`src/rtl/mips_multicycle_controller.sv`:
```
// Main control FSM of the multi-cycle MIPS core.
// Sequences fetch/decode/execute/memory/writeback for one instruction at a time.
module mips_multicycle_controller #(
  parameter logic [1:0] EXC_VECTOR_SEL = 2'b11
) (
  input  logic       CLK,
  input  logic       RST,
  input  logic [5:0] Opcode,
  input  logic [5:0] Funct,
  input  logic       ZF,
  input  logic       OF,
  input  logic       BF,
  output logic [3:0] ALU_Cntrl,
  output logic       ALUSrcA,
  output logic [1:0] ALUSrcB,
  output logic       IorD,
  output logic       MemWrite,
  output logic       IRWrite,
  output logic       RegDst,
  output logic       MemtoReg,
  output logic       RegWrite,
  output logic [1:0] PCSrc,
  output logic       PC_En,
  output logic       Exception,
  output logic [3:0] State
);

  typedef enum logic [3:0] {
    S_FETCH   = 4'd0,
    S_DECODE  = 4'd1,
    S_MEM_ADR = 4'd2,
    S_MEM_RD  = 4'd3,
    S_MEM_WB  = 4'd4,
    S_MEM_WR  = 4'd5,
    S_EXECUTE = 4'd6,
    S_ALU_WB  = 4'd7,
    S_BRANCH  = 4'd8,
    S_ADDI_EX = 4'd9,
    S_ADDI_WB = 4'd10,
    S_JUMP    = 4'd11,
    S_EXCEPT  = 4'd12
  } state_t;

  localparam logic [5:0] OP_RTYPE = 6'b000000;
  localparam logic [5:0] OP_J     = 6'b000010;
  localparam logic [5:0] OP_BEQ   = 6'b000100;
  localparam logic [5:0] OP_BNE   = 6'b000101;
  localparam logic [5:0] OP_ADDI  = 6'b001000;
  localparam logic [5:0] OP_LW    = 6'b100011;
  localparam logic [5:0] OP_SW    = 6'b101011;

  localparam logic [3:0] ALU_ADD = 4'b0010;
  localparam logic [3:0] ALU_SUB = 4'b0110;

  state_t state_q, state_d;

  function automatic logic [3:0] alu_sel(input logic [5:0] f);
    case (f)
      6'b100000, 6'b100001: alu_sel = 4'b0010;
      6'b100010, 6'b100011: alu_sel = 4'b0110;
      6'b100100: alu_sel = 4'b0000;
      6'b100101: alu_sel = 4'b0001;
      6'b100110: alu_sel = 4'b0011;
      6'b100111: alu_sel = 4'b0100;
      6'b101010: alu_sel = 4'b0111;
      6'b101011: alu_sel = 4'b0101;
      6'b000000: alu_sel = 4'b1000;
      6'b000010: alu_sel = 4'b1010;
      6'b000011: alu_sel = 4'b1100;
      6'b000100: alu_sel = 4'b1001;
      6'b000110: alu_sel = 4'b1011;
      6'b000111: alu_sel = 4'b1101;
      default:   alu_sel = 4'b1111;
    endcase
  endfunction

  logic signed_trap;
  assign signed_trap = OF & ((Funct == 6'b100000) | (Funct == 6'b100010));

  always_ff @(posedge CLK) begin
    if (!RST) state_q <= S_FETCH;
    else      state_q <= state_d;
  end

  always_comb begin
    state_d   = S_FETCH;
    ALU_Cntrl = ALU_ADD;
    ALUSrcA   = 1'b0;
    ALUSrcB   = 2'b00;
    IorD      = 1'b0;
    MemWrite  = 1'b0;
    IRWrite   = 1'b0;
    RegDst    = 1'b0;
    MemtoReg  = 1'b0;
    RegWrite  = 1'b0;
    PCSrc     = 2'b00;
    PC_En     = 1'b0;
    Exception = 1'b0;
    unique case (state_q)
      S_FETCH: begin
        IRWrite = 1'b1;
        ALUSrcB = 2'b01;
        PC_En   = 1'b1;
        state_d = S_DECODE;
      end
      S_DECODE: begin
        ALUSrcB = 2'b11;
        case (Opcode)
          OP_LW, OP_SW:   state_d = S_MEM_ADR;
          OP_RTYPE:       state_d = S_EXECUTE;
          OP_BEQ, OP_BNE: state_d = S_BRANCH;
          OP_ADDI:        state_d = S_ADDI_EX;
          OP_J:           state_d = S_JUMP;
          default:        state_d = S_EXCEPT;
        endcase
      end
      S_MEM_ADR: begin
        ALUSrcA = 1'b1;
        ALUSrcB = 2'b10;
        state_d = (Opcode == OP_SW) ? S_MEM_WR : S_MEM_RD;
      end
      S_MEM_RD: begin
        IorD    = 1'b1;
        state_d = S_MEM_WB;
      end
      S_MEM_WB: begin
        RegWrite = 1'b1;
        MemtoReg = 1'b1;
      end
      S_MEM_WR: begin
        IorD     = 1'b1;
        MemWrite = 1'b1;
      end
      S_EXECUTE: begin
        ALUSrcA   = 1'b1;
        ALU_Cntrl = alu_sel(Funct);
        state_d   = (BF | signed_trap) ? S_EXCEPT : S_ALU_WB;
      end
      S_ALU_WB: begin
        RegWrite = 1'b1;
        RegDst   = 1'b1;
      end
      S_BRANCH: begin
        ALUSrcA   = 1'b1;
        ALU_Cntrl = ALU_SUB;
        PCSrc     = 2'b01;
        PC_En     = ((Opcode == OP_BEQ) & ZF) | ((Opcode == OP_BNE) & ~ZF);
      end
      S_ADDI_EX: begin
        ALUSrcA = 1'b1;
        ALUSrcB = 2'b10;
        state_d = OF ? S_EXCEPT : S_ADDI_WB;
      end
      S_ADDI_WB: RegWrite = 1'b1;
      S_JUMP: begin
        PCSrc = 2'b10;
        PC_En = 1'b1;
      end
      S_EXCEPT: begin
        Exception = 1'b1;
        PCSrc     = EXC_VECTOR_SEL;
        PC_En     = 1'b1;
      end
      default: state_d = S_FETCH;
    endcase
    // No strobe may escape while reset is held, even before the first edge.
    if (!RST) begin
      ALU_Cntrl = ALU_ADD;
      ALUSrcA   = 1'b0;
      ALUSrcB   = 2'b00;
      IorD      = 1'b0;
      MemWrite  = 1'b0;
      IRWrite   = 1'b0;
      RegDst    = 1'b0;
      MemtoReg  = 1'b0;
      RegWrite  = 1'b0;
      PCSrc     = 2'b00;
      PC_En     = 1'b0;
      Exception = 1'b0;
    end
  end

  assign State = RST ? state_q : 4'd0;

endmodule

```
`config.mk`:
```
export PLATFORM = sky130hd
export DESIGN_NAME = mips_multicycle_controller
export DESIGN_NICKNAME = d
export VERILOG_FILES = /design/src/rtl/mips_multicycle_controller.sv
export SDC_FILE = /design/constraint.sdc
export NUM_CORES = 1
export LEC_CHECK = 0
export BUFFER_PORTS_ARGS = -buffer_cell sky130_fd_sc_hd__buf_2
export CELL_PAD_IN_SITES_DETAIL_PLACEMENT = 0
export CELL_PAD_IN_SITES_GLOBAL_PLACEMENT = 1
export CORE_UTILIZATION = 25
export DETAILED_ROUTE_END_ITERATION = 8
export GPL_TIMING_DRIVEN = 0
export PLACE_DENSITY_LB_ADDON = 0.12
export SKIP_LAST_GASP = 1
export SLEW_MARGIN = 25
export SYNTH_ARGS = -nofsm -noshare
export SYNTH_HDL_FRONTEND = slang
export SYNTH_SLANG_ARGS = --single-unit
export TNS_END_PERCENT = 10
```
`constraint.sdc`:
```
create_clock -name CLK -period 3.5 [get_ports CLK]
set_input_delay 0 -clock CLK [delete_from_list [all_inputs] [get_ports CLK]]
set_output_delay 0 -clock CLK [all_outputs]
set_load 0.05 [all_outputs]
```
==> impl_results.md, run 1 <==
* Max Cap Violations at 0
* Final WL at 2.50 mm
* Largest net degree at the start of global routing at 11
* Chip Height at 58.2 µm
* Slowest cell delay on critical path at 380 ps
* CTS root buf: clkbuf_4
* Top cells by count, synth: nand2_1 (12), nor2_1 (12), a21oi_1 (8), inv_1 (8), nor3_1 (7)
* CTS max path bufs at 2
* Leakage power at 0.501 nW
* Finished Core Util at 34.6%
* P_sw at 0.318 mW
* Multiplexer area fraction after synthesis at 1.27%
* Top FF cell, synth: dfxtp_1
* FF+latch count, synth at 4
* Clock power frac at 10.6%
* RSZ-0062 raised after global routing: false
* Startpoint Class: flip-flop
* Core area at 3030 µm²
* Drt pass-1 iters at 4
* Slew HR at 70.2%
* Share of the synthesized area in the top cell type at 10.1%
* Reg with most FFs: state_q
* First-pass GRT wire length at 4.11 mm
* Worst Path Required at 3500 ps
* Gp weighted congestion at 0.784
* Hold buffer count at CTS at 0
* Main combinational cell family by area after synthesis: simple AND/OR/NAND/NOR gates
* Worst slew pin tran at 447 ps
* Synth top area cells: dfxtp_1 (10%), ha_1 (7.9%), nand2_1 (5.7%), nor2_1 (5.7%), a21oi_1 (5.1%)
* Port bufs at 36
* Fraction of registers with async set/reset at 0%
* DRT iter0 DRCs at 50
* Final hold viol count at 0
* Htree depth at 1
* Initial antenna violation count at 0
* Critical path data arrival time at 1830 ps
* Simple-gate share of the synthesized area at 41.5%
* Post-synthesis adder-cell area fraction at 7.91%
* Gate Count Post-Synth at 117
* Cell Pwr Density at 500 nW/µm²
* Diode count at 0
* Worst hold slack at 115 ps
* Cts repair resizes at 0
* GRT overflow at 0
* CTS Buf Count at 3
* DRC Markers at 0
* Fill cells at 338
* Max FFs per register at 4
* Row count at 20
* Clk Latency, worst-skew pair at 230 ps
* # IOs at 38
* Layout Nets at 180
* Clock sink count at 4
* Area leader, netlist: dfxtp_1
* Cell Area, Synth at 791 µm²
* Total power at 0.524 mW
* TritonCTS clock tree: built
* Largest regs: state_q (4)
* CP cell instances: buf_4 > nand2_1 > or2_2 > a21oi_1 > a41o_1 > buf_2
* Vias in the first global route at 890
* Max VDD drop at 155 µV
* Post-DR wirelength/cell at 12.5 µm
* Combinational power share at 73.8%
* Final ANT Viol Nets at 0
* Crit path kind: reg -> out
* Fraction of layout cells with a size suffix above 1 at 31.4%
* CP max FO at 10
* Area growth syn-to-layout at 32.6%
* Cell count after placement at 197
* Via Count at 1009
* Syn_area_per_cell at 6.76 µm²
* Post-synth net total at 139
* GRT Total Usage at 15.8%
* Seq pwr share at 15.5%
* Vias per std cell at 5.05
* Setup_tns at 0 ps
* Post-synth EDFFs at 0
* Switching portion of total power at 60.6%
* Detailed placer's ending HPWL at 2.04 mm
* Max-slew violation count at 0
* Clock Skew at 4.59 ps
* Die area at 3390 µm²
* Post-CTS Setup Bufs at 0
* P_int at 0.207 mW
* Yosys warning count at 0
* Hold Path Class: in -> reg
* Yosys cell types at 45
* Run status: complete, no violations
* Cell Count, Final, Fillers Out at 200
* CP endpoint kind: output port
* Initial Util at 26.1%
* Die width at 58.2 µm
* Final min period at 1830 ps
* Multi-input logic area at 653 µm²
* Fmax at 0.547 GHz
* Register area share after synthesis at 10.1%
* Compound-Gate Fraction of Synth Area at 28.6%
* Endpoints failing setup at 0
* Synth Area in XOR/XNOR at 3.32%
* Final Cycle Share at 52.2%
* Slowest-stage cell, CP: dfxtp_1
* FF+latch area at 80.1 µm²
* Clock-pin slew on the worst setup and hold paths at 30 ps
## stage by stage
stage	setup WS, ps	area (µm²)
3_3_place_gp	1920	1030
3_5_place_dp	1930	1030
6_report	1670	1050
5_1_grt	1540	1050
4_1_cts	1680	1050
2_1_floorplan	1140	791
## final timing paths
check / from / end / slack (ps) / cells past startpoint
worst max register to register: state_q[1]$_SDFF_PN0_ / state_q[3]$_SDFF_PN0_ / 2020 / 3
worst min register to register: state_q[0]$_SDFF_PN0_ / state_q[3]$_SDFF_PN0_ / 740 / 4
worst max-delay path: state_q[0]$_SDFF_PN0_ / PC_En / 1670 / 6
worst min-delay path: BF / state_q[0]$_SDFF_PN0_ / 120 / 4
## cell families (layout without fill, tap and decap cells)
| family | Yosys count | count (layout) |
|---|---|---|
| AND/OR/NAND/NOR | 57 | 57 |
| adder cells (fa/ha/maj) | 5 | 5 |
| flip-flops | 4 | 4 |
| XOR/XNOR | 3 | 3 |
| multiplexers | 1 | 1 |
| buffers and inverters | 14 | 53 |
| AO/OA/AOI/OAI | 33 | 33 |
## worst max-delay path, delay by kind of cell (launching register included)
kind	cells	cell delay (ps)
buf+inv	2	470
compound gates	2	400
simple gates	2	350
flops	1	380
## layout by cell type, fill, tap and decap left out, types with 2 or more instances in the layout
cell / n
buf_2: 37
nor2_1: 12
nand2_1: 12
a21oi_1: 8
inv_1: 8
nor3_1: 7
o21ai_0: 5
and2_1: 5
ha_1: 5
clkbuf_1: 4
a31oi_1: 4
dfxtp_1: 4
nor2b_1: 3
clkbuf_4: 3
o311ai_0: 2
nand3_1: 2
nand2b_1: 2
xor2_1: 2
and3_1: 2
nor4b_1: 2
o211ai_1: 2
## metal layers
layer	share of wire, %	vias up	GRT usage (%)
li1	-	506	-
met1	50	460	21.3
met2	44	39	24.8
met3	4.7	4	2.90
met4	1.2	0	6.12
met5	0	-	0
## layout make-up
cell class	instances	area share, %
tap	44	5.25
inverter	8	2.86
clock buffer	3	2.15
sequential	4	7.64
timing repair buffer	36	17.2
buffer	6	2.63
multi-input combinational	99	62.3
## power by group through the flow
stage          sequential [mW]  combinational, mW  clock [mW]
2_1_floorplan           0.0764              0.296           0
3_5_place_dp            0.0825              0.388           0
4_1_cts                 0.0816              0.389      0.0591
6_report                0.0815              0.387      0.0557
5_1_grt                 0.0850              0.419      0.0630
3_3_place_gp            0.0826              0.387           0
(Power assumes the default switching activity.)
==> run 2, diff against run 1 <==
==> constraint.sdc (replaced) <==
create_clock -name CLK -period 1.8 [get_ports CLK]
set_input_delay 0 -clock CLK [delete_from_list [all_inputs] [get_ports CLK]]
set_output_delay 0 -clock CLK [all_outputs]
set_load 0.05 [all_outputs]
==> run 2 against run 1 <==
Critical path depth unchanged. Register-to-register slack got worse by 1700 ps. Cell count unchanged. Utilization increased by 0.45 points. Sequential power increased by 96%. Sequential cell count unchanged. Clock skew increased by 0.93 ps. Clock-buffer cell count unchanged. Sequential share of layout area decreased by 0.099 points. Wire length increased by 1.2%. Cell area increased by 1.3%. Global-route usage decreased by 0.37 points. Largest power group unchanged.
==> impl_results.md, run 2 (synthesis gave the netlist of run 1 again) <==
* Run status: complete, no violations
* Grt peak-use layer: met2
* Initial antenna violation count at 0
* Met2 track demand over resource at 23.5%
* Critical path data arrival time at 1740 ps
* Post-DR wirelength/cell at 12.7 µm
* Die width at 58.2 µm
* GRT Total Usage at 15.4%
* Clock-pin slew on the worst setup and hold paths at 30 ps
* M3 GR Usage at 2.01%
* Reg with most FFs: state_q
* Worst Path Required at 1800 ps
* Core area at 3030 µm²
* Detailed placer's ending HPWL at 2.01 mm
* Slew HR at 70.1%
* Endpoints failing setup at 0
* Die area at 3390 µm²
* Chip Height at 58.2 µm
* Leading cell type in the layout, fill and taps excluded: buf_2
* CP max FO at 10
* Fraction of layout cells with a size suffix above 1 at 34.0%
* Port bufs at 36
* Max-slew violation count at 0
* # IOs at 38
* R2R Setup Slk at 330 ps
* Layout Nets at 180
* Hold Path Class: in -> reg
* WHS Endpoint: state_q[0]$_SDFF_PN0_
* Fill cells at 354
* Post-layout instance area at 1060 µm²
* P_int at 0.411 mW
* RR Endpoint: state_q[1]$_SDFF_PN0_
* Initial Util at 26.1%
* Diode count at 0
* CTS Buf Count at 3
* Final ANT Viol Nets at 0
* Crit path kind: reg -> out
* Clk Latency, worst-skew pair at 240 ps
* Slowest cell delay on critical path at 380 ps
* First-pass GRT wire length at 4.08 mm
* Final Cycle Share at 96.6%
* CP cell instances: buf_4 > nand2_1 > or2_2 > a21oi_2 > a41o_1 > clkbuf_4
* Clock power frac at 10.8%
* Met1 GRT Util at 22.6%
* Clock Skew at 5.52 ps
* Largest net degree at the start of global routing at 11
* DRT iter0 DRCs at 19
* Cell Pwr Density at 975 nW/µm²
* Setup_tns at 0 ps
* DP Area at 1030 µm²
* Via Count at 952
* P_sw at 0.626 mW
* DRC Markers at 0
* FF-to-FF Start: state_q[1]$_SDFF_PN0_
* Fmax at 0.575 GHz
* Row count at 20
* Worst-case reg-to-reg path depth at 4
* Min-Delay Startpoint: BF
* Combinational power share at 73.7%
* Gp weighted congestion at 0.838
* Clock sink count at 4
* Seq pwr share at 15.4%
* RSZ-0062 raised after global routing: true
* Slowest-stage cell, CP: dfxtp_1
* Final min period at 1740 ps
* Final WL at 2.53 mm
* Vias per std cell at 4.76
* Max FFs per register at 4
* Setup ws final at 60.6 ps
* TritonCTS clock tree: built
* CP endpoint kind: output port
* Post-Place Worst Slack at 268 ps
* Max VDD drop at 257 µV
* Hold Path Stages at 4
* Leakage power at 0.511 nW
* GRT overflow at 0
* Commonest non-fill, non-tap cells in the layout: buf_2 (36), nor2_1 (12), nand2_1 (12)
* Post-CTS Setup Bufs at 0
* CTS max path bufs at 2
* Final hold viol count at 0
* Worst slew pin tran at 449 ps
* Vias in the first global route at 876
* Finished Core Util at 35.1%
* Switching portion of total power at 60.4%
* Hold buffer count at CTS at 0
* CTS root buf: clkbuf_4
* Largest regs: state_q (4)
* Max Cap Violations at 0
* Startpoint Class: flip-flop
* Area growth syn-to-layout at 34.3%
* Htree depth at 1
* Drt pass-1 iters at 4
-- run 2: cell count changes in the layout (fill, tap and decap cells not counted) --
cell / before / now
buf_2: 37 / 36
a21oi_1: 8 / 7
nor3_2: 0 / 1
clkbuf_2: 0 / 2
a21oi_2: 0 / 1
clkbuf_4: 3 / 4
nor3_1: 7 / 6
clkbuf_1: 4 / 2
-- run 2: worst max path at each step --
stage,startpoint,end,slack [ps],cells past startpoint
final,state_q[0]$_SDFF_PN0_,PC_En,60,6
after global routing,state_q[0]$_SDFF_PN0_,PC_En,-10,6
after detailed placement,state_q[1]$_SDFF_PN0_,ALU_Cntrl[2],270,4
after global placement,state_q[1]$_SDFF_PN0_,ALU_Cntrl[2],230,4
after floorplan,state_q[3]$_SDFF_PN0_,Exception,-110,4
after CTS,state_q[0]$_SDFF_PN0_,PC_En,30,6
-- run 2: final cells by class --
cell class	count	area [µm²]	share of cell area (%)
tap	44	55.1	5.18
sequential	4	80.1	7.54
timing repair buffer	36	183	17.2
inverter	8	30.0	2.83
buffer	6	30.0	2.83
clock buffer	3	22.5	2.12
multi-input combinational	99	662	62.3
-- run 2: routing by layer --
layer	share of wire, %	vias to the layer above
li1	-	507
met1	52	415
met2	43	28
met3	4.6	2
met4	0.32	0
met5	0	-
-- run 2: repair_timing --
item,CTS,global route
setup endpoints to repair,1,4
pin swaps,0,1
resized for setup,1,3
-- run 2: through the flow --
step	power (mW)	hold slack (ps)	std cells
floorplan	0.729	161	117
global placement	0.917	357	197
detailed placement	0.917	358	197
CTS	1.03	123	200
global route	1.11	131	200
finish	1.04	114	200
-- run 2: critical path, delay by kind of cell, from the launching register on --
| kind | cells | cell delay, ps |
|---|---|---|
| AOI/OAI and AO/OA | 2 | 300 |
| buffers and inverters | 2 | 450 |
| DFF | 1 | 380 |
| and+or+nand+nor | 2 | 380 |
-- run 2: power groups by stage --
stage | Combinational [mW] | Sequential [mW] | Clock [mW]
final | 0.764 | 0.160 | 0.112
after global routing | 0.832 | 0.163 | 0.118
after CTS | 0.760 | 0.159 | 0.114
after detailed placement | 0.758 | 0.160 | 0
after global placement | 0.756 | 0.160 | 0
after floorplan | 0.581 | 0.149 | 0
==> run 3, diff against run 2 <==
--- a/config.mk
+++ b/config.mk
@@ -5,7 +5,7 @@
 export SDC_FILE = /design/constraint.sdc
 export NUM_CORES = 1
 export LEC_CHECK = 0
-export BUFFER_PORTS_ARGS = -buffer_cell sky130_fd_sc_hd__buf_2
+export BUFFER_PORTS_ARGS = -buffer_cell sky130_fd_sc_hd__clkbuf_2
 export CELL_PAD_IN_SITES_DETAIL_PLACEMENT = 0
 export CELL_PAD_IN_SITES_GLOBAL_PLACEMENT = 1
 export CORE_UTILIZATION = 25
@@ -13,7 +13,6 @@
 export GPL_TIMING_DRIVEN = 0
 export PLACE_DENSITY_LB_ADDON = 0.12
 export SKIP_LAST_GASP = 1
-export SLEW_MARGIN = 25
 export SYNTH_ARGS = -nofsm -noshare
 export SYNTH_HDL_FRONTEND = slang
 export SYNTH_SLANG_ARGS = --single-unit
==> constraint.sdc (replaced) <==
create_clock -name CLK -period 1.8 [get_ports CLK]
set_input_delay 0.09 -clock CLK [delete_from_list [all_inputs] [get_ports CLK]]
set_output_delay 0.09 -clock CLK [all_outputs]
set_load 0.05 [all_outputs]
==> run 3 against run 2 <==
Via count is 1.9% higher. Largest power group unchanged. Worst hold slack better by 81 ps. Wire length shrank 1.9%. Power rose by 1.4%. Critical endpoint unchanged. Sequential power grew 4%. First-iteration DRC count up 130%. Utilization is 0.62 points higher. Cell count is 0.50% higher. Non-clock buffer count grew 1.
==> impl_results.md, run 3 (synthesis gave the netlist of run 1 again) <==
* Via Count at 970
* First-pass GRT wire length at 4.05 mm
* Final hold viol count at 0
* Vias per std cell at 4.83
* CP max FO at 10
* Max Cap Violations at 0
* Port bufs at 36
* Clock-pin slew on the worst setup and hold paths at 40 ps
* Area growth syn-to-layout at 36.7%
* Diode count at 0
* Final ANT Viol Nets at 0
* Post-DR wirelength/cell at 12.4 µm
* Cell Pwr Density at 972 nW/µm²
* GRT Total Usage at 15.5%
* Fmax at 0.579 GHz
* Vias in the first global route at 841
* Gp weighted congestion at 0.839
* DRC Markers at 0
* CP endpoint: PC_En
* Worst-case reg-to-reg path depth at 4
* Row count at 20
* Die area at 3390 µm²
* Hold Path Class: in -> reg
* Drt pass-1 iters at 4
* Leakage power at 0.509 nW
* GRT overflow at 0
* CTS Buf Count at 3
* Max FFs per register at 4
* Initial antenna violation count at 0
* Run status: complete, no violations
* Max-slew violation count at 0
* CTS root buf: clkbuf_4
* DP Area at 1030 µm²
* DRT iter0 DRCs at 44
* Fraction of layout cells with a size suffix above 1 at 36.3%
* Worst slew pin tran at 420 ps
* Max VDD drop at 374 µV
* # IOs at 38
* Largest regs: state_q (4)
* TritonCTS clock tree: built
* RSZ-0062 raised after global routing: true
* Htree depth at 1
* Startpoint Class: flip-flop
* Layout Nets at 181
* Core area at 3030 µm²
* Final min period at 1730 ps
* Final Cycle Share at 96.0%
* Final WL at 2.48 mm
* Detailed placer's ending HPWL at 2.04 mm
* Clock Skew at 2.30 ps
* Die width at 58.2 µm
* Reg with most FFs: state_q
* Largest net degree at the start of global routing at 11
* Clock sink count at 4
* Fill cells at 350
* Slew HR at 72.0%
* Clk Latency, worst-skew pair at 230 ps
* Crit path kind: reg -> out
* CTS max path bufs at 2
* Critical path data arrival time at 1640 ps
* Multi-input logic area at 664 µm²
* Commonest non-fill, non-tap cells in the layout: clkbuf_2 (36), nor2_1 (12), nand2_1 (12)
* RR Endpoint: state_q[3]$_SDFF_PN0_
* Worst Path Required at 1710 ps
* FF+latch area at 82.6 µm²
* Cell count after placement at 197
* Chip Height at 58.2 µm
* CP endpoint kind: output port
* Leading cell type in the layout, fill and taps excluded: clkbuf_2
* R2R Setup Slk at 340 ps
* Worst Setup SP: state_q[0]$_SDFF_PN0_
* Cell Count, Final, Fillers Out at 201
* Endpoints failing setup at 0
* Post-layout instance area at 1080 µm²
* Initial Util at 26.1%
* FF-to-FF Start: state_q[2]$_SDFF_PN0_
## run 3: critical path, stage by stage, from the launching register on
cell     delay (ps)
dfxtp_2         360
buf_6           160
nand2_1          70
or2_2           300
a21oi_2         180
a41o_1          140
buf_4           200
## run 3: power by group
part	switching, mW	internal [mW]	total (mW)
clock network	0.0361	0.0746	0.111
logic	0.543	0.231	0.774
registers	0.0460	0.120	0.166
total	0.625	0.426	1.05
## run 3: area by class of cell
type,count,area share (%)
Timing Repair Buffer,37,17.6
Inverter,8,2.78
Multi-Input combinational cell,99,61.5
Tap cell,44,5.09
Clock buffer,3,2.08
Buffer,6,3.36
Sequential cell,4,7.64
## run 3: how the worst min path moves through the flow
stage | slack (ps) | to | startpoint | depth (start not counted)
final | 200 | state_q[0]$_SDFF_PN0_ | BF | 4
after floorplan | 250 | state_q[2]$_SDFF_PN0_ | Opcode[4] | 2
after CTS | 210 | state_q[0]$_SDFF_PN0_ | BF | 4
after global routing | 230 | state_q[0]$_SDFF_PN0_ | BF | 4
after global placement | 450 | state_q[0]$_SDFF_PN0_ | BF | 4
after detailed placement | 450 | state_q[0]$_SDFF_PN0_ | BF | 4
## run 3: per-stage QoR
stage	utilization (%)	setup WS, ps	hold WS, ps	TNS, ps	total power, mW
floorplan	-	-195	251	-626	0.729
CTS	35.0	-102	206	-217	1.04
detailed placement	34.2	136	451	0	0.919
finish	35.7	72.2	195	0	1.05
global placement	34.2	113	449	0	0.919
global route	35.7	-31.8	226	-148	1.14
## run 3: timing repair
item                                    CTS  global route
hold buffers                              0             0
pin swaps                                 0             1
setup buffers                             0             1
endpoints found under the setup margin    5            10
endpoints found under the hold margin     0             0
gates resized for setup                   1            11
## run 3: per-layer routing
layer	vias up	track usage (%)	wire, µm
met2	26	24.5	1090
li1	516	-	-
met3	2	2.23	100
met5	-	0	0
met4	0	5.10	13
met1	426	21.7	1280
